### src/rtl/shift_register_sequencer_pkg.sv
// Shared types and helpers for the shift register sequencer: FSM states,
// shift register direction encodings and the transfer length clamp.
package shift_seq_pkg;

    typedef enum logic [1:0] {
        IDLE  = 2'b00,
        SHIFT = 2'b01,
        DONE  = 2'b10
    } state_t;

    localparam logic [1:0] DIR_HOLD  = 2'b00;
    localparam logic [1:0] DIR_RIGHT = 2'b01;
    localparam logic [1:0] DIR_LEFT  = 2'b10;

    // A length of zero or anything beyond the register width means a full word.
    function automatic int clamp_len(input int len, input int width);
        int result;
        if ((len == 0) || (len > width)) begin
            result = width;
        end else begin
            result = len;
        end
        return result;
    endfunction

endpackage

### src/rtl/shift_register_sequencer_if.sv
// Command/response handshake bundle between a requester and the sequencer.
// SHIFT_SEQ_ABORT_EN adds the abort request and the aborted response flag.
interface shift_register_sequencer_if #(
    parameter int WIDTH = 8
) ();
    localparam int CNT_W = $clog2(WIDTH + 1);

    logic             cmd_valid;
    logic             cmd_ready;
    logic [WIDTH-1:0] cmd_data;
    logic             cmd_msb_first;
    logic [CNT_W-1:0] cmd_len;
    logic             rsp_valid;
    logic             rsp_ready;
    logic [WIDTH-1:0] rsp_data;
`ifdef SHIFT_SEQ_ABORT_EN
    logic             abort;
    logic             rsp_aborted;
`endif

    modport master (
        output cmd_valid, cmd_data, cmd_msb_first, cmd_len, rsp_ready,
`ifdef SHIFT_SEQ_ABORT_EN
        output abort,
        input  rsp_aborted,
`endif
        input  cmd_ready, rsp_valid, rsp_data
    );

    modport slave (
        input  cmd_valid, cmd_data, cmd_msb_first, cmd_len, rsp_ready,
`ifdef SHIFT_SEQ_ABORT_EN
        input  abort,
        output rsp_aborted,
`endif
        output cmd_ready, rsp_valid, rsp_data
    );

endinterface

### src/rtl/shift_register_sequencer_bit_counter.sv
// Loadable down-counter tracking the remaining shifts of a transfer; the
// terminal flag marks the last shift (count == 1).
module shift_seq_bit_counter #(
    parameter int CNT_W = 4
) (
    input  logic             clk,
    input  logic             rst_n,
    input  logic             i_load,
    input  logic [CNT_W-1:0] i_load_val,
    input  logic             i_dec,
    output logic [CNT_W-1:0] o_count,
    output logic             o_terminal
);

    logic [CNT_W-1:0] r_count;

    // Count register: load wins over decrement; never wraps below zero.
    always_ff @(posedge clk or negedge rst_n) begin
        if (!rst_n) begin
            r_count <= {CNT_W{1'b0}};
        end else if (i_load) begin
            r_count <= i_load_val;
        end else if (i_dec && (r_count != {CNT_W{1'b0}})) begin
            r_count <= r_count - {{(CNT_W-1){1'b0}}, 1'b1};
        end else begin
            r_count <= r_count;
        end
    end

    assign o_count    = r_count;
    assign o_terminal = (r_count == {{(CNT_W-1){1'b0}}, 1'b1});

endmodule

### src/rtl/shift_register_sequencer.sv
// Sequences an external universal shift register through load + N shifts per
// command. Optional feature macro: SHIFT_SEQ_ABORT_EN (early abort in SHIFT).
module shift_register_sequencer
    import shift_seq_pkg::*;
#(
    parameter int WIDTH           = 8,
    parameter int DIRECTION_WIDTH = 2
) (
    input  logic                       clk,
    input  logic                       rst_n,
    shift_register_sequencer_if.slave  bus,
    input  logic                       serial_in,
    output logic                       serial_out,
    output logic                       shift_strobe,
    output logic                       busy,
    output logic                       sr_enable,
    output logic                       sr_load,
    output logic [DIRECTION_WIDTH-1:0] sr_direction,
    output logic [WIDTH-1:0]           sr_parallel_in,
    output logic                       sr_serial_in_left,
    output logic                       sr_serial_in_right,
    input  logic [WIDTH-1:0]           sr_parallel_out
);

    localparam int CNT_W = $clog2(WIDTH + 1);

    state_t           r_state;
    state_t           w_next_state;
    logic             r_msb_first;
    logic             w_accept;
    logic             w_cnt_dec;
    logic             w_terminal;
    logic [CNT_W-1:0] w_count;
    logic [CNT_W-1:0] w_len_clamped;

    assign w_accept      = (r_state == IDLE) && bus.cmd_valid;
    assign w_len_clamped = CNT_W'(clamp_len(int'(bus.cmd_len), WIDTH));

    shift_seq_bit_counter #(
        .CNT_W (CNT_W)
    ) u_bit_counter (
        .clk        (clk),
        .rst_n      (rst_n),
        .i_load     (w_accept),
        .i_load_val (w_len_clamped),
        .i_dec      (w_cnt_dec),
        .o_count    (w_count),
        .o_terminal (w_terminal)
    );

    // State register and per-command bit order latch.
    always_ff @(posedge clk or negedge rst_n) begin
        if (!rst_n) begin
            r_state     <= IDLE;
            r_msb_first <= 1'b0;
        end else begin
            r_state <= w_next_state;
            if (w_accept) begin
                r_msb_first <= bus.cmd_msb_first;
            end else begin
                r_msb_first <= r_msb_first;
            end
        end
    end

`ifdef SHIFT_SEQ_ABORT_EN
    logic r_aborted;

    // Remember that the transfer ended early until the response is taken.
    always_ff @(posedge clk or negedge rst_n) begin
        if (!rst_n) begin
            r_aborted <= 1'b0;
        end else if ((r_state == SHIFT) && bus.abort) begin
            r_aborted <= 1'b1;
        end else if (w_accept) begin
            r_aborted <= 1'b0;
        end else begin
            r_aborted <= r_aborted;
        end
    end

    assign bus.rsp_aborted = (r_state == DONE) && r_aborted;
`endif

    // Next-state and datapath control decode.
    always_comb begin
        w_next_state       = r_state;
        w_cnt_dec          = 1'b0;
        bus.cmd_ready      = 1'b0;
        bus.rsp_valid      = 1'b0;
        bus.rsp_data       = {WIDTH{1'b0}};
        busy               = 1'b1;
        serial_out         = 1'b0;
        shift_strobe       = 1'b0;
        sr_enable          = 1'b0;
        sr_load            = 1'b0;
        sr_direction       = DIRECTION_WIDTH'(DIR_HOLD);
        sr_parallel_in     = {WIDTH{1'b0}};
        sr_serial_in_left  = 1'b0;
        sr_serial_in_right = 1'b0;
        case (r_state)
            IDLE: begin
                busy          = 1'b0;
                bus.cmd_ready = 1'b1;
                if (bus.cmd_valid) begin
                    sr_enable      = 1'b1;
                    sr_load        = 1'b1;
                    sr_parallel_in = bus.cmd_data;
                    w_next_state   = SHIFT;
                end else begin
                    w_next_state   = IDLE;
                end
            end
            SHIFT: begin
`ifdef SHIFT_SEQ_ABORT_EN
                if (bus.abort) begin
                    w_next_state = DONE;
                end else begin
`else
                begin
`endif
                    sr_enable    = 1'b1;
                    shift_strobe = 1'b1;
                    w_cnt_dec    = 1'b1;
                    if (r_msb_first) begin
                        sr_direction       = DIRECTION_WIDTH'(DIR_LEFT);
                        serial_out         = sr_parallel_out[WIDTH-1];
                        sr_serial_in_right = serial_in;
                    end else begin
                        sr_direction       = DIRECTION_WIDTH'(DIR_RIGHT);
                        serial_out         = sr_parallel_out[0];
                        sr_serial_in_left  = serial_in;
                    end
                    if (w_terminal || (w_count == {CNT_W{1'b0}})) begin
                        w_next_state = DONE;
                    end else begin
                        w_next_state = SHIFT;
                    end
                end
            end
            DONE: begin
                bus.rsp_valid = 1'b1;
                bus.rsp_data  = sr_parallel_out;
                if (bus.rsp_ready) begin
                    w_next_state = IDLE;
                end else begin
                    w_next_state = DONE;
                end
            end
            default: begin
                w_next_state = IDLE;
            end
        endcase
    end

endmodule

### src/flat_wrapper.sv
// flat-port wrapper written by rule: the top's interface ports become plain ports
module shift_register_sequencer_flat import shift_seq_pkg::*;
#(
    parameter int WIDTH           = 8,
    parameter int DIRECTION_WIDTH = 2
)
  (clk, rst_n, serial_in, serial_out, shift_strobe, busy, sr_enable, sr_load, sr_direction, sr_parallel_in, sr_serial_in_left, sr_serial_in_right, sr_parallel_out, bus_cmd_valid, bus_cmd_data, bus_cmd_msb_first, bus_cmd_len, bus_rsp_ready, bus_cmd_ready, bus_rsp_valid, bus_rsp_data);
  shift_register_sequencer_if #(.WIDTH(WIDTH)) bus_i ();
  input  logic clk;
  input  logic rst_n;
  input  logic serial_in;
  output logic serial_out;
  output logic shift_strobe;
  output logic busy;
  output logic sr_enable;
  output logic sr_load;
  output logic [DIRECTION_WIDTH-1:0] sr_direction;
  output logic [WIDTH-1:0] sr_parallel_in;
  output logic sr_serial_in_left;
  output logic sr_serial_in_right;
  input  logic [WIDTH-1:0] sr_parallel_out;
  input wire logic [$bits(bus_i.cmd_valid)-1:0] bus_cmd_valid;
  input wire logic [$bits(bus_i.cmd_data)-1:0] bus_cmd_data;
  input wire logic [$bits(bus_i.cmd_msb_first)-1:0] bus_cmd_msb_first;
  input wire logic [$bits(bus_i.cmd_len)-1:0] bus_cmd_len;
  input wire logic [$bits(bus_i.rsp_ready)-1:0] bus_rsp_ready;
  output wire logic [$bits(bus_i.cmd_ready)-1:0] bus_cmd_ready;
  output wire logic [$bits(bus_i.rsp_valid)-1:0] bus_rsp_valid;
  output wire logic [$bits(bus_i.rsp_data)-1:0] bus_rsp_data;
  assign bus_i.cmd_valid = bus_cmd_valid;
  assign bus_i.cmd_data = bus_cmd_data;
  assign bus_i.cmd_msb_first = bus_cmd_msb_first;
  assign bus_i.cmd_len = bus_cmd_len;
  assign bus_i.rsp_ready = bus_rsp_ready;
  assign bus_cmd_ready = bus_i.cmd_ready;
  assign bus_rsp_valid = bus_i.rsp_valid;
  assign bus_rsp_data = bus_i.rsp_data;
  shift_register_sequencer #(.WIDTH(WIDTH), .DIRECTION_WIDTH(DIRECTION_WIDTH)) u_core (.clk(clk), .rst_n(rst_n), .bus(bus_i), .serial_in(serial_in), .serial_out(serial_out), .shift_strobe(shift_strobe), .busy(busy), .sr_enable(sr_enable), .sr_load(sr_load), .sr_direction(sr_direction), .sr_parallel_in(sr_parallel_in), .sr_serial_in_left(sr_serial_in_left), .sr_serial_in_right(sr_serial_in_right), .sr_parallel_out(sr_parallel_out));
endmodule
### config.mk
export PLATFORM = sky130hd
export DESIGN_NAME = shift_register_sequencer_flat
export DESIGN_NICKNAME = d
export VERILOG_FILES = /design/src/rtl/shift_register_sequencer_pkg.sv /design/src/rtl/shift_register_sequencer_if.sv /design/src/rtl/shift_register_sequencer_bit_counter.sv /design/src/rtl/shift_register_sequencer.sv /design/src/flat_wrapper.sv
export SDC_FILE = /design/constraint.sdc
export NUM_CORES = 1
export LEC_CHECK = 0
export BUFFER_PORTS_ARGS = -buffer_cell sky130_fd_sc_hd__buf_2
export CORE_ASPECT_RATIO = 0.7
export CORE_UTILIZATION = 25
export DETAILED_ROUTE_END_ITERATION = 8
export GPL_TIMING_DRIVEN = 0
export PLACE_DENSITY = 0.55
export SLEW_MARGIN = 20
export SYNTH_ARGS = -nofsm -noshare
export SYNTH_HDL_FRONTEND = slang
export SYNTH_SLANG_ARGS = --single-unit
### constraint.sdc
create_clock -name clk -period 3.5 [get_ports clk]
set_input_delay 0.7 -clock clk [delete_from_list [all_inputs] [get_ports clk]]
set_output_delay 0.7 -clock clk [all_outputs]
set_load 0.01 [all_outputs]
Yosys cells after proc, flatten, opt, wreduce, memory -nomap -nowiden
Cells that the tools add are included.

storage, ports and cells
  bits of input ports = 26
  logic and storage cells = 42
  output and inout port bits = 27
  flip-flop bits (word level) = 7

cells by class
  muxes and demuxes = 25
  $add $sub $neg = 1
  equal/unequal tests = 3
  magnitude comparators = 1
  reductions and logical operators = 9

operators with widths
  operator             number
  $mux 8               3
  $mux 1               13
  $mux 4               3
  $logic_not 4->1      2
  $mux 2               4
  $pmux 2 s3           1
  $eq 4x1->1 const B   1
  $gt 4x4->1 const B   1
  $reduce_bool 4->1    1
  $sub 4x1->4 const B  1
  $eq 2x1->1 const B   1
  $eq 2x2->1 const B   1
  $logic_and 1x1->1    2
  $logic_not 2->1      1
  $logic_or 1x1->1     2
  $pmux 1 s2           1
  $reduce_bool 2->1    1

Depth between registers and ports, before layout
  word-level depth = 5
  gate-level depth with buffers = 5
  depth with buffers taken out = 5

By module
Synthesis repeated with hierarchy kept, for this count alone.

second synthesis, totals
  cells, all modules = 75
  area, all modules = 613.1 sq um

by module, submodules not included
  module                    times used  area an instance (sq um)  cells an instance
  shift_register_sequencer  1           330.3                     46
  shift_seq_bit_counter     1           282.8                     29

Worst setup path after synthesis
OpenSTA, ideal clock, no wires.

  path kind = input to output
  start point = input port bus_cmd_valid
  end point = output port sr_parallel_in[0]
  setup slack = 1328 ps
  data arrival time = 1472 ps
  stages = 4
  data required time = 2800 ps
  buffers on the path = 1
  cells stage by stage = or3b_4 > clkinv_2 > buf_6 > and2_1

between the ends
  cells in the longest elaborated chain, start to end = 2

ends and longest elaborated chain
  what                line                             source
  start: declaration  flat_wrapper.sv:22               input wire logic [$bits(bus_i.cmd_valid)-1:0] bus_cmd_valid;
  $mux 8              shift_register_sequencer.sv:105  if (bus.cmd_valid) begin
  $mux 8              shift_register_sequencer.sv:101  case (r_state)
  end: declaration    flat_wrapper.sv:18               output logic [WIDTH-1:0] sr_parallel_in;

Every way passes these cells.

Final worst setup path
  start point = input port bus_cmd_valid
  end point = output port sr_parallel_in[3]

The elaborated chain is that of the path after synthesis.

==> results.json <==
{
  "crit_chain": "buf_2, or3b_4, clkinv_2, buf_6, and2_1, buf_2",
  "die_w_um": 62.7,
  "rsz0062_at_grt": "false",
  "cts_resized": 0,
  "grt_pass1_vias": 648,
  "syn_area_um2": 646,
  "fin_worst_skew_ns": 0.000997,
  "cpPeakStageDelay_ns": 0.41,
  "fin_crit_ns": 2.40,
  "p_leak_uw": 0.000579,
  "io_pins": 53,
  "nets": 165,
  "wirelength_mm": 1.78,
  "wl_per_cell_um": 10.7,
  "status": "finished clean",
  "grt_max_degree": 11,
  "critPathArrivalTime_ns": 1.70,
  "critical_path_class": "primary input to output pin",
  "core_area_mm2": 0.00229,
  "crit_start": "bus_cmd_valid",
  "p_seq_frac": 0.218,
  "synth_edf_count": 0,
  "setup_viol": 0,
  "fp.dieArea_mm2": 0.00279,
  "worstSetupEndpointType": "output pin",
  "hold_viol": 0,
  "worstMarginPinSlew_ns": 0.551,
  "start_util": 0.281,
  "ys_types": 32,
  "place_ws_ns": 1.09,
  "drc": 0,
  "ir_drop_mv": 0.213,
  "timing.rr.start": "u_core.u_bit_counter.o_count[0]$_DFFE_PN0P_",
  "sw_frac_of_total": 0.441,
  "critical-path-slowest-cell": "or3b_4",
  "gp_congestion": 0.776,
  "io_buffer_count": 52,
  "p_sw_uw": 353,
  "power_frac_comb": 0.638,
  "yosys_warnings": 0,
  "grt_pass1_wl_mm": 2.85,
  "ys_top_cells_by_count": "18 x and2_1, 7 x dfrtp_1, 7 x inv_1",
  "fin_crit_sh": 0.685,
  "fmax_ghz": 0.417,
  "drive_gt1_frac": 0.459,
  "power-per-cell-area_mw_per_mm2": 807,
  "ys_seq_elements": 7,
  "p_clk_frac": 0.144,
  "clk_latency_ns": 0.23,
  "clockBufferDepth": 2,
  "final_antenna_net_count": 0,
  "cts_buffers": 3,
  "syn_area_per_cell_um2": 8.17,
  "grt.total_usage": 0.131,
  "grt.overflow.total": 0,
  "worst-endpoint-required_ns": 2.80,
  "htreeDepth": 1,
  "synth_area_leaders": "dfrtp_1 27%, and2_1 17%, ha_1 5.8%",
  "routed.top_layer": "met3",
  "via_per_inst": 4.23,
  "path_buf_inv": 4,
  "finalSetupTns_ns": 0,
  "clk_pin_slew_worst_paths_ns": 0.04,
  "vias": 706,
  "cp_max_fo": 10,
  "syn_inst": 79,
  "yosysTopAreaCellShare": 0.271,
  "crit_top_cell": "buf_2",
  "drv_slew": 0,
  "synth_top_cell_by_area": "dfrtp_1",
  "cts_setup_buffers": 0,
  "first_iter_violations": 22,
  "cts-root-buf": "clkbuf_8",
  "die_y_um": 44.5,
  "synth_nets": 108,
  "synth-main-ff-cell": "dfrtp_1",
  "routed-wl-met2_um": 832,
  "dp_hpwl_mm": 1.48,
  "drtPass1Iterations": 4,
  "cts_tree": "done",
  "rows": 14,
  "yosysSeqAreaShare": 0.271,
  "yosysMostFrequentCell": "and2_1",
  "wl_met3_um": 91,
  "cp-start-kind": "primary input",
  "cts-hold-fix-buffers": 0,
  "synthToLayoutAreaGrowth_pct": 53.5,
  "diodes": 0,
  "fill_cells": 252,
  "cpLargestDelayFamily": "simple AND/OR/NAND/NOR gates",
  "antenna_found_initial": 0,
  "p_int_uw": 447,
  "hp-class": "primary input to asynchronous set/reset pin",
  "wl_met1_um": 857,
  "slew_headroom": 0.632,
  "cts_num_sinks": 7,
  "maxCapViolations": 0,
  "layout_setup_ws_ns": 1.10,
  "synthArstFlopShare": 1.00
}
==> sequential cells by signal, summed over array words and instances, names as in the netlist <==
name	cells
u_core.u_bit_counter.o_count	4
u_core.r_state	2
u_core.r_msb_first	1
==> kinds of logic (layout without fill, tap and decap cells) <==
family          Yosys count  in the layout  synth area share
compound gates           11             11             0.124
fa+ha+maj                 3              3            0.0581
buf+inv                  12             68            0.0949
flops                     7              7             0.271
mux                       1              1            0.0155
simple gates             45             45             0.436
==> final timing paths <==
path	to	slack (ns)	depth (start not counted)
worst min-delay path	u_core.r_state[0]$_DFF_PN0_	0.30	1
max in group asynchronous	u_core.r_state[1]$_DFF_PN0_	3.04	1
worst min register to register	u_core.r_msb_first$_DFFE_PN0P_	0.57	2
worst max register to register	u_core.u_bit_counter.o_count[0]$_DFFE_PN0P_	1.88	5
min in group clk	u_core.r_msb_first$_DFFE_PN0P_	0.57	2
worst max-delay path	sr_parallel_in[3]	1.10	6
==> power by group through the flow <==
stage | sequential [µW] | clock [µW] | combinational [µW]
detailed placement | 174 | 0 | 518
CTS | 175 | 116 | 520
floorplan | 161 | 0 | 355
finish | 175 | 115 | 510
global route | 183 | 123 | 573
global placement | 174 | 0 | 512
==> worst reg2reg max path, delay by kind of cell (launching register included) <==
family                   cells  cell delay [ns]
adder cells (fa/ha/maj)      1             0.21
AND/OR/NAND/NOR              3             0.77
buffers and inverters        1             0.10
flip-flops                   1             0.43
==> stage by stage <==
stage / hold WS [ns] / cell area (µm²) / util / std cells / total power (µW)
floorplan: 0.404 / 646 / - / 79 / 516
global placement: 0.544 / 946 / 0.412 / 163 / 686
detailed placement: 0.546 / 946 / 0.412 / 163 / 692
CTS: 0.308 / 991 / 0.432 / 167 / 811
global route: 0.306 / 991 / 0.432 / 167 / 879
finish: 0.301 / 991 / 0.432 / 167 / 800
==> cell usage in the layout, fill, tap and decap left out, types with 2 or more instances in the layout <==
| cell type | n |
|---|---|
| or3_1 | 2 |
| clkbuf_8 | 3 |
| o211ai_1 | 2 |
| buf_6 | 2 |
| nor3_1 | 2 |
| nand2b_1 | 2 |
| buf_2 | 52 |
| dfrtp_1 | 7 |
| clkbuf_1 | 2 |
| nor2_1 | 6 |
| ha_1 | 3 |
| and2_1 | 18 |
| nand2_1 | 5 |
| o21ai_1 | 2 |
| inv_1 | 7 |
| nand3b_1 | 2 |
==> routing by layer <==
metal  up-vias  GRT usage
met2        13      0.209
met5         -          0
met3         0     0.0567
met4         0     0.0140
li1        375          -
met1       318      0.171
==> layout make-up <==
| type | count | area (µm²) | share of cell area |
|---|---|---|---|
| buffer | 3 | 26.3 | 0.0265 |
| timing repair buffer | 52 | 260 | 0.263 |
| multi-input combinational | 60 | 409 | 0.413 |
| clock buffer | 4 | 45.0 | 0.0455 |
| sequential | 7 | 175 | 0.177 |
| inverter | 9 | 35.0 | 0.0354 |
| tap | 32 | 40.0 | 0.0404 |
Note: power is estimated with default switching activity, not from simulation.
